File: src/rtl/julia_pixel_sequencer.sv
// ---------------------------------------------------------------------------
// julia_pixel_sequencer
//
// Purpose:
//   Computes one Julia-set pixel per job. It runs one iteration per clock by
//   driving an external combinational z_calculator (z^2 + c, |z|^2), applies
//   the bailout test and returns an 8-bit pixel value plus the raw iteration
//   count.
//
// Build option:
//   JULIA_PIXEL_SCALE_EN - when defined, the escaped pixel value is stretched
//   across 0..255 as (k+1)*(256/MAX_ITER)-1. MAX_ITER must then be a power of
//   two no larger than 128. When undefined, the escaped pixel is k+1.
//
// Ports:
//   clk, rst          - rising-edge clock, synchronous active-high reset
//   flush             - synchronous abort of the job in flight
//   in_valid/in_ready - job handshake; z_*_in and c_*_in are the job operands
//   calc_z_*, calc_c_* - operands presented to the datapath
//   calc_z_*_next     - datapath result z^2 + c
//   calc_size_squared - datapath |z|^2 of the presented z (signed)
//   out_valid/out_ready - result handshake
//   pixel_out         - pixel value
//   iter_count_out    - completed iterations k
//   busy              - high while a job is in ITERATE or DONE
// ---------------------------------------------------------------------------
module julia_pixel_sequencer #(
   parameter int WIDTH      = 20,
   parameter int FRACTIONAL = 10,
   parameter int INTEGRAL   = 10,
   parameter int MAX_ITER   = 16,
   parameter int BAILOUT    = 4 << FRACTIONAL
) (
   input  logic             clk,
   input  logic             rst,
   input  logic             flush,
   input  logic             in_valid,
   output logic             in_ready,
   input  logic [WIDTH-1:0] z_real_in,
   input  logic [WIDTH-1:0] z_imag_in,
   input  logic [WIDTH-1:0] c_real_in,
   input  logic [WIDTH-1:0] c_imag_in,
   output logic [WIDTH-1:0] calc_z_real,
   output logic [WIDTH-1:0] calc_z_imag,
   output logic [WIDTH-1:0] calc_c_real,
   output logic [WIDTH-1:0] calc_c_imag,
   input  logic [WIDTH-1:0] calc_z_real_next,
   input  logic [WIDTH-1:0] calc_z_imag_next,
   input  logic [WIDTH-1:0] calc_size_squared,
   output logic             out_valid,
   input  logic             out_ready,
   output logic [7:0]       pixel_out,
   output logic [7:0]       iter_count_out,
   output logic             busy
);

   // Elaboration-time parameter sanity checks.
   if (WIDTH != FRACTIONAL + INTEGRAL) begin : g_bad_width
      $error("WIDTH must equal FRACTIONAL + INTEGRAL");
   end
   if (MAX_ITER < 1 || MAX_ITER > 255) begin : g_bad_max_iter
      $error("MAX_ITER must be in 1..255");
   end

   typedef enum logic [1:0] {
      ST_IDLE    = 2'd0,
      ST_ITERATE = 2'd1,
      ST_DONE    = 2'd2
   } state_t;

   localparam logic signed [WIDTH-1:0] bailout_c  = WIDTH'(BAILOUT);
   localparam logic [7:0]              max_iter_c = 8'(MAX_ITER);

   state_t           state_q, state_d;
   logic [WIDTH-1:0] z_real_q, z_real_d;
   logic [WIDTH-1:0] z_imag_q, z_imag_d;
   logic [WIDTH-1:0] c_real_q, c_real_d;
   logic [WIDTH-1:0] c_imag_q, c_imag_d;
   logic [7:0]       iter_q, iter_d;
   logic [7:0]       k_q, k_d;
   logic [7:0]       pixel_q, pixel_d;

   logic             escape;
   logic [7:0]       iter_inc;
   logic [7:0]       escaped_pixel;

   // Escape when |z|^2 exceeds the threshold, or when the datapath result
   // wrapped into the sign bit (|z|^2 can never legitimately be negative).
   assign escape   = ($signed(calc_size_squared) > bailout_c) || calc_size_squared[WIDTH-1];
   assign iter_inc = iter_q + 8'd1;

`ifdef JULIA_PIXEL_SCALE_EN
   if (MAX_ITER > 128 || (MAX_ITER & (MAX_ITER - 1)) != 0) begin : g_bad_scale
      $error("MAX_ITER must be a power of two <= 128 with pixel scaling");
   end

   localparam int scale_shift_c = 8 - $clog2(MAX_ITER);

   // (k+1) << shift reaches 256 at most, so one extra bit holds the product
   // before the -1 brings it back into 8 bits.
   logic [8:0] scaled_pixel;
   assign scaled_pixel  = ({1'b0, iter_inc} << scale_shift_c) - 9'd1;
   assign escaped_pixel = scaled_pixel[7:0];
`else
   assign escaped_pixel = iter_inc;
`endif

   // NOTE: every signal written here gets its default first, so no path
   // through the block leaves a value unassigned and no latch is inferred.
   always_comb begin
      state_d  = state_q;
      z_real_d = z_real_q;
      z_imag_d = z_imag_q;
      c_real_d = c_real_q;
      c_imag_d = c_imag_q;
      iter_d   = iter_q;
      k_d      = k_q;
      pixel_d  = pixel_q;

      if (flush) begin
         // Abort wins over accept and escape; all job state is left as is.
         state_d = ST_IDLE;
      end else begin
         unique case (state_q)
            ST_IDLE: begin
               if (in_valid) begin
                  z_real_d = z_real_in;
                  z_imag_d = z_imag_in;
                  c_real_d = c_real_in;
                  c_imag_d = c_imag_in;
                  iter_d   = 8'd0;
                  state_d  = ST_ITERATE;
               end
            end
            ST_ITERATE: begin
               if (escape) begin
                  k_d     = iter_q;
                  pixel_d = escaped_pixel;
                  state_d = ST_DONE;
               end else if (iter_inc == max_iter_c) begin
                  // z is left untouched on the final step: the new value is
                  // never consumed, and keeping it holds calc_* steady in DONE.
                  iter_d  = iter_inc;
                  k_d     = max_iter_c;
                  pixel_d = 8'd0;
                  state_d = ST_DONE;
               end else begin
                  z_real_d = calc_z_real_next;
                  z_imag_d = calc_z_imag_next;
                  iter_d   = iter_inc;
               end
            end
            ST_DONE: begin
               if (out_ready) begin
                  state_d = ST_IDLE;
               end
            end
            default: begin
               state_d = ST_IDLE;
            end
         endcase
      end
   end

   // NOTE: state registers use non-blocking assignments so every flop samples
   // the pre-edge values regardless of statement order.
   always_ff @(posedge clk) begin
      if (rst) begin
         state_q  <= ST_IDLE;
         z_real_q <= '0;
         z_imag_q <= '0;
         c_real_q <= '0;
         c_imag_q <= '0;
         iter_q   <= '0;
         k_q      <= '0;
         pixel_q  <= '0;
      end else begin
         state_q  <= state_d;
         z_real_q <= z_real_d;
         z_imag_q <= z_imag_d;
         c_real_q <= c_real_d;
         c_imag_q <= c_imag_d;
         iter_q   <= iter_d;
         k_q      <= k_d;
         pixel_q  <= pixel_d;
      end
   end

   // z_cur and c_reg only change on accept or while iterating, so the
   // datapath operands naturally hold outside ITERATE.
   assign calc_z_real    = z_real_q;
   assign calc_z_imag    = z_imag_q;
   assign calc_c_real    = c_real_q;
   assign calc_c_imag    = c_imag_q;

   assign in_ready       = (state_q == ST_IDLE);
   assign out_valid      = (state_q == ST_DONE);
   assign busy           = (state_q != ST_IDLE);
   assign pixel_out      = pixel_q;
   assign iter_count_out = k_q;

endmodule

File: config.mk
export PLATFORM = sky130hd
export DESIGN_NAME = julia_pixel_sequencer
export DESIGN_NICKNAME = d
export VERILOG_FILES = /design/src/rtl/julia_pixel_sequencer.sv
export SDC_FILE = /design/constraint.sdc
export NUM_CORES = 1
export LEC_CHECK = 0
export CAP_MARGIN = 10
export CORE_ASPECT_RATIO = 0.6
export CORE_MARGIN = 4
export CORE_UTILIZATION = 25
export DETAILED_ROUTE_END_ITERATION = 10
export PLACE_DENSITY = 0.52
export SLEW_MARGIN = 0
export SYNTH_ARGS = -nofsm -noshare
export SYNTH_HDL_FRONTEND = slang
export SYNTH_SLANG_ARGS = --single-unit
File: constraint.sdc
create_clock -name clk -period 7.2 [get_ports clk]
set_clock_uncertainty 0.2 [all_clocks]
set_input_delay 1.8 -clock clk [delete_from_list [all_inputs] [get_ports clk]]
set_output_delay 1.8 -clock clk [all_outputs]
set_load 0.02 [all_outputs]
==> run summary, run 1 <==
Power per cell area - 191 nW/um^2
Fin crit period - 4.79 ns
Most used DFF post-synth - dfxtp_1
Initial DRC count - 307
Initial antenna violation count - 0
Final antenna-violating net count - 0
Via density - 4.87
Crit Path Max Fanout - 23
Outcome - complete, no violations
Port Buffer Count - 243
Final count of hold timing violations - 0
DR vias - 4938
Worst Hold Depth - 2
Worst Max-Slew Pin Slew - 1.19 ns
Die H - 118 um
Detailed-route wire length per cell - 18.3 um
Post-synth ARST share - 0%
Leakage power - 2.59 nW
Sequential share of the synthesized area - 42.1%
CTS tree - yes
Total of warnings raised by yosys - 0
Required time at the worst-slack endpoint - 7.20 ns
Synthesized net count - 682
Worst skew pair latency - 0.35 ns
GR Overflow Total - 0
Initial Util - 26.0%
Hold path startpoint - iter_count_out[4]$_SDFFE_PP0P_
Max-Cap Viols - 0
Pin count of the biggest net entering global routing - 51
Achievable Freq - 209 MHz
Maximum root-to-sink buffer count - 2
Post-Syn Instances - 536
Layout area overhead - 52.4%
Hold Path End - iter_count_out[4]$_SDFFE_PP0P_
CTS hold repair buffers - 0
Final #Nets - 890
Crit path launch - calc_size_squared[0]
Dpl cells - 999
FF-to-FF path depth - 6
Yosys cell types - 50
Maximum vdd ir drop - 112 uV
Final Wtd Congestion - 0.861
R2r endpoint - calc_z_real[18]$_SDFFE_PP0P_
Core area - 19400 um^2
Finished Layout Cells - 1015
Worst-path clk slew - 0.07 ns
CP arrival - 4.79 ns
Slew HR - 20.7%
# Post-CTS Setup Buffers - 0
Die area - 22600 um^2
Row cnt - 39
Crit share post-route - 66.5%
H-tree levels - 3
Mean area per synthesized cell - 9.40 um^2
Commonest non-fill, non-tap cells in the layout - 242 x clkdlybuf4s50_1, 165 x nand2_1, 106 x dfxtp_1, 50 x a21oi_1, 42 x a211oi_1
Final Max Slew Viols - 0
Clk sinks - 106
Synth Register Bits - 106
Antenna Diode Count - 0
Syn Std Cell Area - 5040 um^2
Number of CTS-inserted buffers - 9
Number of global-route vias before repair - 5083
Most common cell after layout, fill and taps aside - clkdlybuf4s50_1
Layout cells sized above 1 - 9.88%
CTS Root Cell - clkbuf_16
Drt total wl - 18.5 mm
WS Path Type - input pin to flip-flop
Hold Crit Class - flip-flop to flip-flop
GRT Total Usage - 15.8%
I/O pin count - 244
Worst setup SP type - input pin
Unrepaired setup endpoints after global routing - no
Post-synth EDFFs - 0
Detailed Place HPWL - 13.2 mm
R2r setup slk - 3.64 ns
Die Wd - 191 um
DRT Pass-1 Iters - 5
CP Capture Type - flip-flop
Drc violations - 0
Sum Neg Setup Slack - 0 ns
Worst R2R Start - state_q[1]$_SDFFE_PP0P_
CTS resizes - 0
Final setup viols - 0
First-pass GRT wire length - 28.6 mm
## cell usage after synthesis, types with 4 or more instances
cell	n	area [um^2]
a21oi_1	50	250
clkbuf_1	15	56.3
nand3_1	10	50.1
a32o_1	13	130
a311oi_2	37	556
clkbuf_8	17	234
buf_6	9	101
buf_12	4	80.1
dfxtp_1	106	2120
a211oi_1	42	315
dlygate4sd3_1	4	40.0
a311oi_1	4	35.0
nand2_1	165	619
inv_1	6	22.5
## flip-flops by register name, indices dropped and copies added (netlist names)
| register | count |
|---|---|
| calc_c_real | 20 |
| calc_z_imag | 20 |
| iter_q | 8 |
| calc_c_imag | 20 |
| pixel_out | 8 |
| iter_count_out | 8 |
| state_q | 2 |
| calc_z_real | 20 |
## critical path, stage by stage
cell,delay [ns]
clkdlybuf4s50_1,0.44
or4_4,0.54
o31ai_4,0.31
nand3_2,0.26
o21ai_4,0.81
buf_4,0.45
a311oi_2,0.15
## how the worst max path moves through the flow
stage | depth (start not counted) | end
after floorplan | 6 | calc_z_imag[10]$_SDFFE_PP0P_
after global placement | 7 | calc_z_real[7]$_SDFFE_PP0P_
after detailed placement | 7 | calc_z_real[12]$_SDFFE_PP0P_
after CTS | 7 | calc_z_real[2]$_SDFFE_PP0P_
after global routing | 7 | calc_z_real[17]$_SDFFE_PP0P_
final | 7 | calc_z_real[18]$_SDFFE_PP0P_
## cells by family after synthesis
kind of cell	Yosys count	synth area share, %
compound gates	163	28.6
buf+inv	58	10.9
xor+xnor	5	0.869
fa+ha+maj	1	0.248
simple gates	203	17.2
flops	106	42.1
## power breakdown
group          total, mW  internal [mW]  leakage [nW]  switching [mW]
sequential         0.629          0.613         0.866          0.0161
combinational      0.285          0.150          1.56           0.135
clock              0.555          0.325         0.163           0.231
## through the flow
step	setup slack [ns]	hold slack [ns]	instance area, um^2	utilization (%)	power [mW]
global route	2.22	0.269	7680	39.6	1.53
detailed placement	2.01	0.247	7350	37.8	0.929
global placement	2.08	0.240	7350	37.8	0.927
floorplan	3.50	0.261	5040	-	0.777
CTS	2.40	0.258	7680	39.6	1.50
finish	2.41	0.248	7680	39.6	1.47
## routing by layer
layer / track usage (%) / wire length (um) / up-vias
li1: - / - / 2355
met1: 21.1 / 8460 / 2338
met2: 22.3 / 7490 / 232
met3: 8.98 / 2460 / 13
met4: 3.18 / 146 / 0
met5: 0 / 0 / -
## final cells by class
| type | instances | area, um^2 |
|---|---|---|
| fillers | 1972 | 11700 |
| repair buffers | 249 | 2470 |
| multi-input cells | 372 | 2400 |
| flip-flops and latches | 106 | 2120 |
| well taps | 266 | 333 |
| clock buffers | 12 | 256 |
| clock inverters | 4 | 73.8 |
| inverters | 6 | 22.5 |
No activity file was read; power rests on OpenSTA's default activity.
==> run 2, diff against run 1 <==
- clock period: 7.2 -> 4.9 ns (I/O delays scaled with it)
==> run summary, run 2 (synthesis gave the netlist of run 1 again) <==
Die area - 22600 um^2 (unchanged)
Die H - 118 um (unchanged)
Clk sinks - 106 (unchanged)
Final Power - 2.04 mW (+39%)
Worst Max-Slew Pin Slew - 1.17 ns (-0.0182 ns)
Final Wtd Congestion - 0.829 (-3.7%)
Antenna Diode Count - 0 (unchanged)
Die Wd - 191 um (unchanged)
H-tree levels - 3 (unchanged)
CTS hold repair buffers - 0 (unchanged)
GRT Total Usage - 15.9% (+0.11 points)
Max-Cap Viols - 0 (unchanged)
Core area - 19400 um^2 (unchanged)
Fin crit period - 3.60 ns
Row cnt - 39 (unchanged)
Max incr delay on CP - 0.55 ns (-0.26 ns)
Number of CTS-inserted buffers - 9 (unchanged)
# Post-CTS Setup Buffers - 0 (unchanged)
Drt total wl - 18.6 mm (+0.46%)
Maximum root-to-sink buffer count - 2 (unchanged)
Crit Path Max Fanout - 44 (+91%)
CTS Root Cell - clkbuf_16
Port Buffer Count - 243 (unchanged)
Drc violations - 0 (unchanged)
Initial Util - 26.0% (unchanged)
CP top delay family - buffers and inverters
Commonest non-fill, non-tap cells in the layout - 242 x clkdlybuf4s50_1, 165 x nand2_1, 106 x dfxtp_1, 50 x a21oi_1, 42 x a211oi_1
Worst setup SP type - input pin
GR Overflow Total - 0 (unchanged)
Achievable Freq - 278 MHz
First-pass GRT wire length - 28.9 mm (+1.1%)
Required time at the worst-slack endpoint - 4.96 ns (-2.24 ns)
Sum Neg Setup Slack - 0 ns (unchanged)
Detailed-route wire length per cell - 18.4 um (+0.56%)
Initial antenna violation count - 0 (unchanged)
Initial DRC count - 236 (-23%)
Layout area overhead - 51.5%
Number of global-route vias before repair - 5064 (-0.37%)
Unrepaired setup endpoints after global routing - no
Detailed Place HPWL - 13.2 mm (about the same)
Outcome - complete, no violations
CTS tree - yes
Dpl ws - 0.946 ns (-1.06 ns)
WS Path Type - input pin to flip-flop
Via density - 4.96 (+1.9%)
Buf/Inv on CP - 2 (unchanged)
Slew HR - 21.8% (+1.0 points)
Final antenna-violating net count - 0 (unchanged)
CTS resizes - 0 (unchanged)
Worst skew pair latency - 0.35 ns (about the same)
Final count of hold timing violations - 0 (unchanged)
Leakage power - 2.56 nW (-1.1%)
DR vias - 5026 (+1.8%)
Final Max Slew Viols - 0 (unchanged)
Critical-path top delay cell - or4_4
Pin count of the biggest net entering global routing - 70 (+37%)
Power per cell area - 268 nW/um^2 (+40%)
Final setup viols - 0 (unchanged)
Worst-path clk slew - 0.07 ns (about the same)
CP Capture Type - flip-flop
Hold Slack - 0.253 ns (+0.00450 ns)
CP arrival - 3.65 ns (-1.14 ns)
Maximum vdd ir drop - 168 uV (+50%)
Final #Nets - 890 (unchanged)
PnR worst setup slack - 1.30 ns (-1.11 ns)
DRT Pass-1 Iters - 5 (unchanged)
R2r setup slk - 1.90 ns (-1.74 ns)
Most common cell after layout, fill and taps aside - clkdlybuf4s50_1
Worst-path cell chain - clkdlybuf4s50_1 -> or4_4 -> o31ai_4 -> and3_1 -> buf_4 -> a211oi_1 -> a311oi_2
Crit share post-route - 73.5%
Layout cells sized above 1 - 9.63% (-0.25 points)
Hold Crit Class - flip-flop to flip-flop
I/O pin count - 244 (unchanged)
==> run 2: through the flow <==
| stage | cell area (um^2) | util, % | std cells |
|---|---|---|---|
| 2_1_floorplan | 5040 | - | 536 |
| 5_1_grt | 7640 | 39.3 | 1014 |
| 4_1_cts | 7640 | 39.3 | 1014 |
| 3_3_place_gp | 7360 | 37.9 | 999 |
| 6_report | 7640 | 39.3 | 1014 |
| 3_5_place_dp | 7360 | 37.9 | 999 |
==> run 2: report_power, final <==
group / internal (mW) / switching, mW
combinational: 0.221 / 0.200
sequential: 0.901 / 0.0241
clock: 0.370 / 0.327
total: 1.49 / 0.551
==> run 2: path summary, 6_finish.rpt <==
path,start,endpoint,depth (start not counted)
max,calc_size_squared[1],calc_z_imag[8]$_SDFFE_PP0P_,7
min reg2reg,calc_c_imag[2]$_SDFFE_PP0P_,calc_c_imag[2]$_SDFFE_PP0P_,2
max reg2reg,iter_q[1]$_SDFFE_PP0P_,calc_z_imag[8]$_SDFFE_PP0P_,6
min,calc_c_imag[2]$_SDFFE_PP0P_,calc_c_imag[2]$_SDFFE_PP0P_,2
==> run 2: per-layer routing <==
| metal | vias up | track usage (%) | part of all wire (%) |
|---|---|---|---|
| met2 | 289 | 22.7 | 41 |
| li1 | 2348 | - | - |
| met5 | - | 0 | 0 |
| met1 | 2371 | 21.3 | 44 |
| met3 | 18 | 8.57 | 14 |
| met4 | 0 | 3.27 | 0.99 |
==> run 2: worst reg2reg max path: cells and delay by family (launching register included) <==
kind / cells / cell delay [ns]
fa+ha+maj: 1 / 0.38
compound gates: 3 / 1.30
simple gates: 2 / 0.46
flops: 1 / 0.51
==> run 2: cell type report <==
type                       instances  area, um^2
sequential                       106        2120
multi-input combinational        372        2400
tap                              266         333
fill                            1979       11800
timing repair buffer             249        2490
inverter                           6        22.5
clock buffer                      13         260
clock inverter                     2        12.5
==> run 3, diff against run 2 <==
- clock period: 4.9 -> 3.7 ns (I/O delays scaled with it)
==> run summary, run 3 (synthesis gave the netlist of run 1 again) <==
WS Path Type - input pin to flip-flop
Max-Cap Viols - 0 (unchanged)
Detailed Place HPWL - 13.0 mm (-1.7%)
Final core utilization - 39.8% (+0.43 points)
Max incr delay on CP - 0.62 ns (+0.07 ns)
DRT Pass-1 Iters - 5 (unchanged)
CTS hold repair buffers - 0 (unchanged)
Via density - 4.89 (-1.4%)
Drt total wl - 18.5 mm (-0.96%)
Drc violations - 0 (unchanged)
Pin count of the biggest net entering global routing - 69 (-1.4%)
Worst skew pair latency - 0.36 ns (about the same)
Die area - 22600 um^2 (unchanged)
Achievable Freq - 324 MHz
CTS tree - yes
Commonest non-fill, non-tap cells in the layout - 242 x clkdlybuf4s50_1, 165 x nand2_1, 106 x dfxtp_1, 50 x a21oi_1, 42 x a211oi_1
Worst-path cell chain - clkdlybuf4s50_1 -> nor4_1 -> and2_2 -> and3_1 -> buf_12 -> a211oi_1 -> a311oi_2
Die H - 118 um (unchanged)
Final Power - 2.74 mW (+34%)
Required time at the worst-slack endpoint - 3.77 ns (-1.19 ns)
Worst-path clk slew - 0.07 ns (about the same)
GR Overflow Total - 0 (unchanged)
Initial Util - 26.0% (unchanged)
Detailed-route wire length per cell - 18.1 um (-1.4%)
Worst R2R Start - iter_q[0]$_SDFFE_PP0P_
Final Max Slew Viols - 0 (unchanged)
Maximum vdd ir drop - 210 uV (+25%)
H-tree levels - 3 (unchanged)
Layout area overhead - 53.2%
Critical-path top delay cell - nor4_1
# Post-CTS Setup Buffers - 0 (unchanged)
Outcome - complete, no violations
Worst setup SP type - input pin
Final Wtd Congestion - 0.847 (+2.2%)
Number of global-route vias before repair - 5036 (-0.55%)
Hold Crit Class - flip-flop to flip-flop
Number of CTS-inserted buffers - 9 (unchanged)
CP top delay family - simple AND/OR/NAND/NOR gates
Die Wd - 191 um (unchanged)
Unrepaired setup endpoints after global routing - no
Final setup viols - 0 (unchanged)
Crit share post-route - 83.4%
Final antenna-violating net count - 0 (unchanged)
DR vias - 4979 (-0.94%)
Final count of hold timing violations - 0 (unchanged)
First-pass GRT wire length - 28.9 mm (-0.12%)
Fin crit period - 3.09 ns
CTS resizes - 0 (unchanged)
Crit Path Max Fanout - 44 (unchanged)
Most common cell after layout, fill and taps aside - clkdlybuf4s50_1
CP arrival - 3.15 ns (-0.50 ns)
CP Capture Type - flip-flop
Hold path startpoint - iter_count_out[4]$_SDFFE_PP0P_
Sum Neg Setup Slack - 0 ns (unchanged)
Layout cells sized above 1 - 10.5% (+0.87 points)
Buf/Inv on CP - 2 (unchanged)
I/O pin count - 244 (unchanged)
Initial DRC count - 372 (+58%)
Filler cell count - 1999 (+1.0%)
Final #Nets - 894 (+0.45%)
Slew HR - 21.2% (-0.61 points)
CTS Root Cell - clkbuf_16
Core area - 19400 um^2 (unchanged)
Row cnt - 39 (unchanged)
Port Buffer Count - 243 (unchanged)
Initial antenna violation count - 0 (unchanged)
GRT Total Usage - 15.9% (-0.034 points)
Clk sinks - 106 (unchanged)
Worst Max-Slew Pin Slew - 1.18 ns (+0.0116 ns)
Antenna Diode Count - 0 (unchanged)
Crit path launch - calc_size_squared[19]
Maximum root-to-sink buffer count - 2 (unchanged)
Power per cell area - 356 nW/um^2 (+33%)
Leakage power - 2.60 nW (+1.7%)
run 3: changes by cell type in the layout (fill, tap and decap cells not counted):
cell,previous run,this run
clkbuf_1,2,0
inv_6,0,2
clkinvlp_4,1,0
clkinv_2,1,2
clkinv_4,0,1
buf_4,6,7
buf_12,1,4
run 3: through the flow:
step	worst slack [ns]	area [um^2]	hold WS, ns	instances
CTS	0.635	7720	0.257	1019
global route	0.510	7720	0.277	1019
finish	0.614	7720	0.252	1019
global placement	0.286	7430	0.243	1003
detailed placement	0.253	7430	0.246	1003
floorplan	0.879	5040	0.261	536
run 3: cell type report:
cell class	count	area [um^2]	share of cell area (%)
repair buffers	253	2550	33.1
multi-input cells	372	2400	31.1
clock buffers	11	253	3.27
inverters	6	22.5	0.292
well taps	266	333	4.31
clock inverters	5	36.3	0.470
flip-flops and latches	106	2120	27.5
run 3: path summary, 6_finish.rpt:
check / cells past startpoint / endpoint / slack, ns
max: 7 / calc_z_imag[8]$_SDFFE_PP0P_ / 0.61
min: 2 / iter_count_out[4]$_SDFFE_PP0P_ / 0.25
max reg2reg: 6 / calc_z_imag[4]$_SDFFE_PP0P_ / 0.71
min reg2reg: 2 / iter_count_out[4]$_SDFFE_PP0P_ / 0.25
run 3: worst reg2reg max path: stages, from the launching register on:
cell,delay [ns]
dfxtp_1,0.52
ha_1,0.38
nand2_1,0.10
nor3_1,0.33
o2111ai_4,0.65
a211oi_1,0.58
a311oi_2,0.08
run 3: routing by layer:
| metal | wire (um) | up-vias | GRT usage [%] |
|---|---|---|---|
| met1 | 8460 | 2383 | 21.2 |
| li1 | - | 2368 | - |
| met4 | 184 | 0 | 3.63 |
| met2 | 7500 | 214 | 22.8 |
| met5 | 0 | - | 0 |
| met3 | 2310 | 14 | 8.15 |
run 3: power by group:
| group | leakage (nW) | switching [mW] | internal, mW |
|---|---|---|---|
| Sequential | 0.866 | 0.0308 | 1.19 |
| Combinational | 1.59 | 0.265 | 0.298 |
| Clock | 0.146 | 0.460 | 0.498 |
| Total | 2.60 | 0.756 | 1.99 |
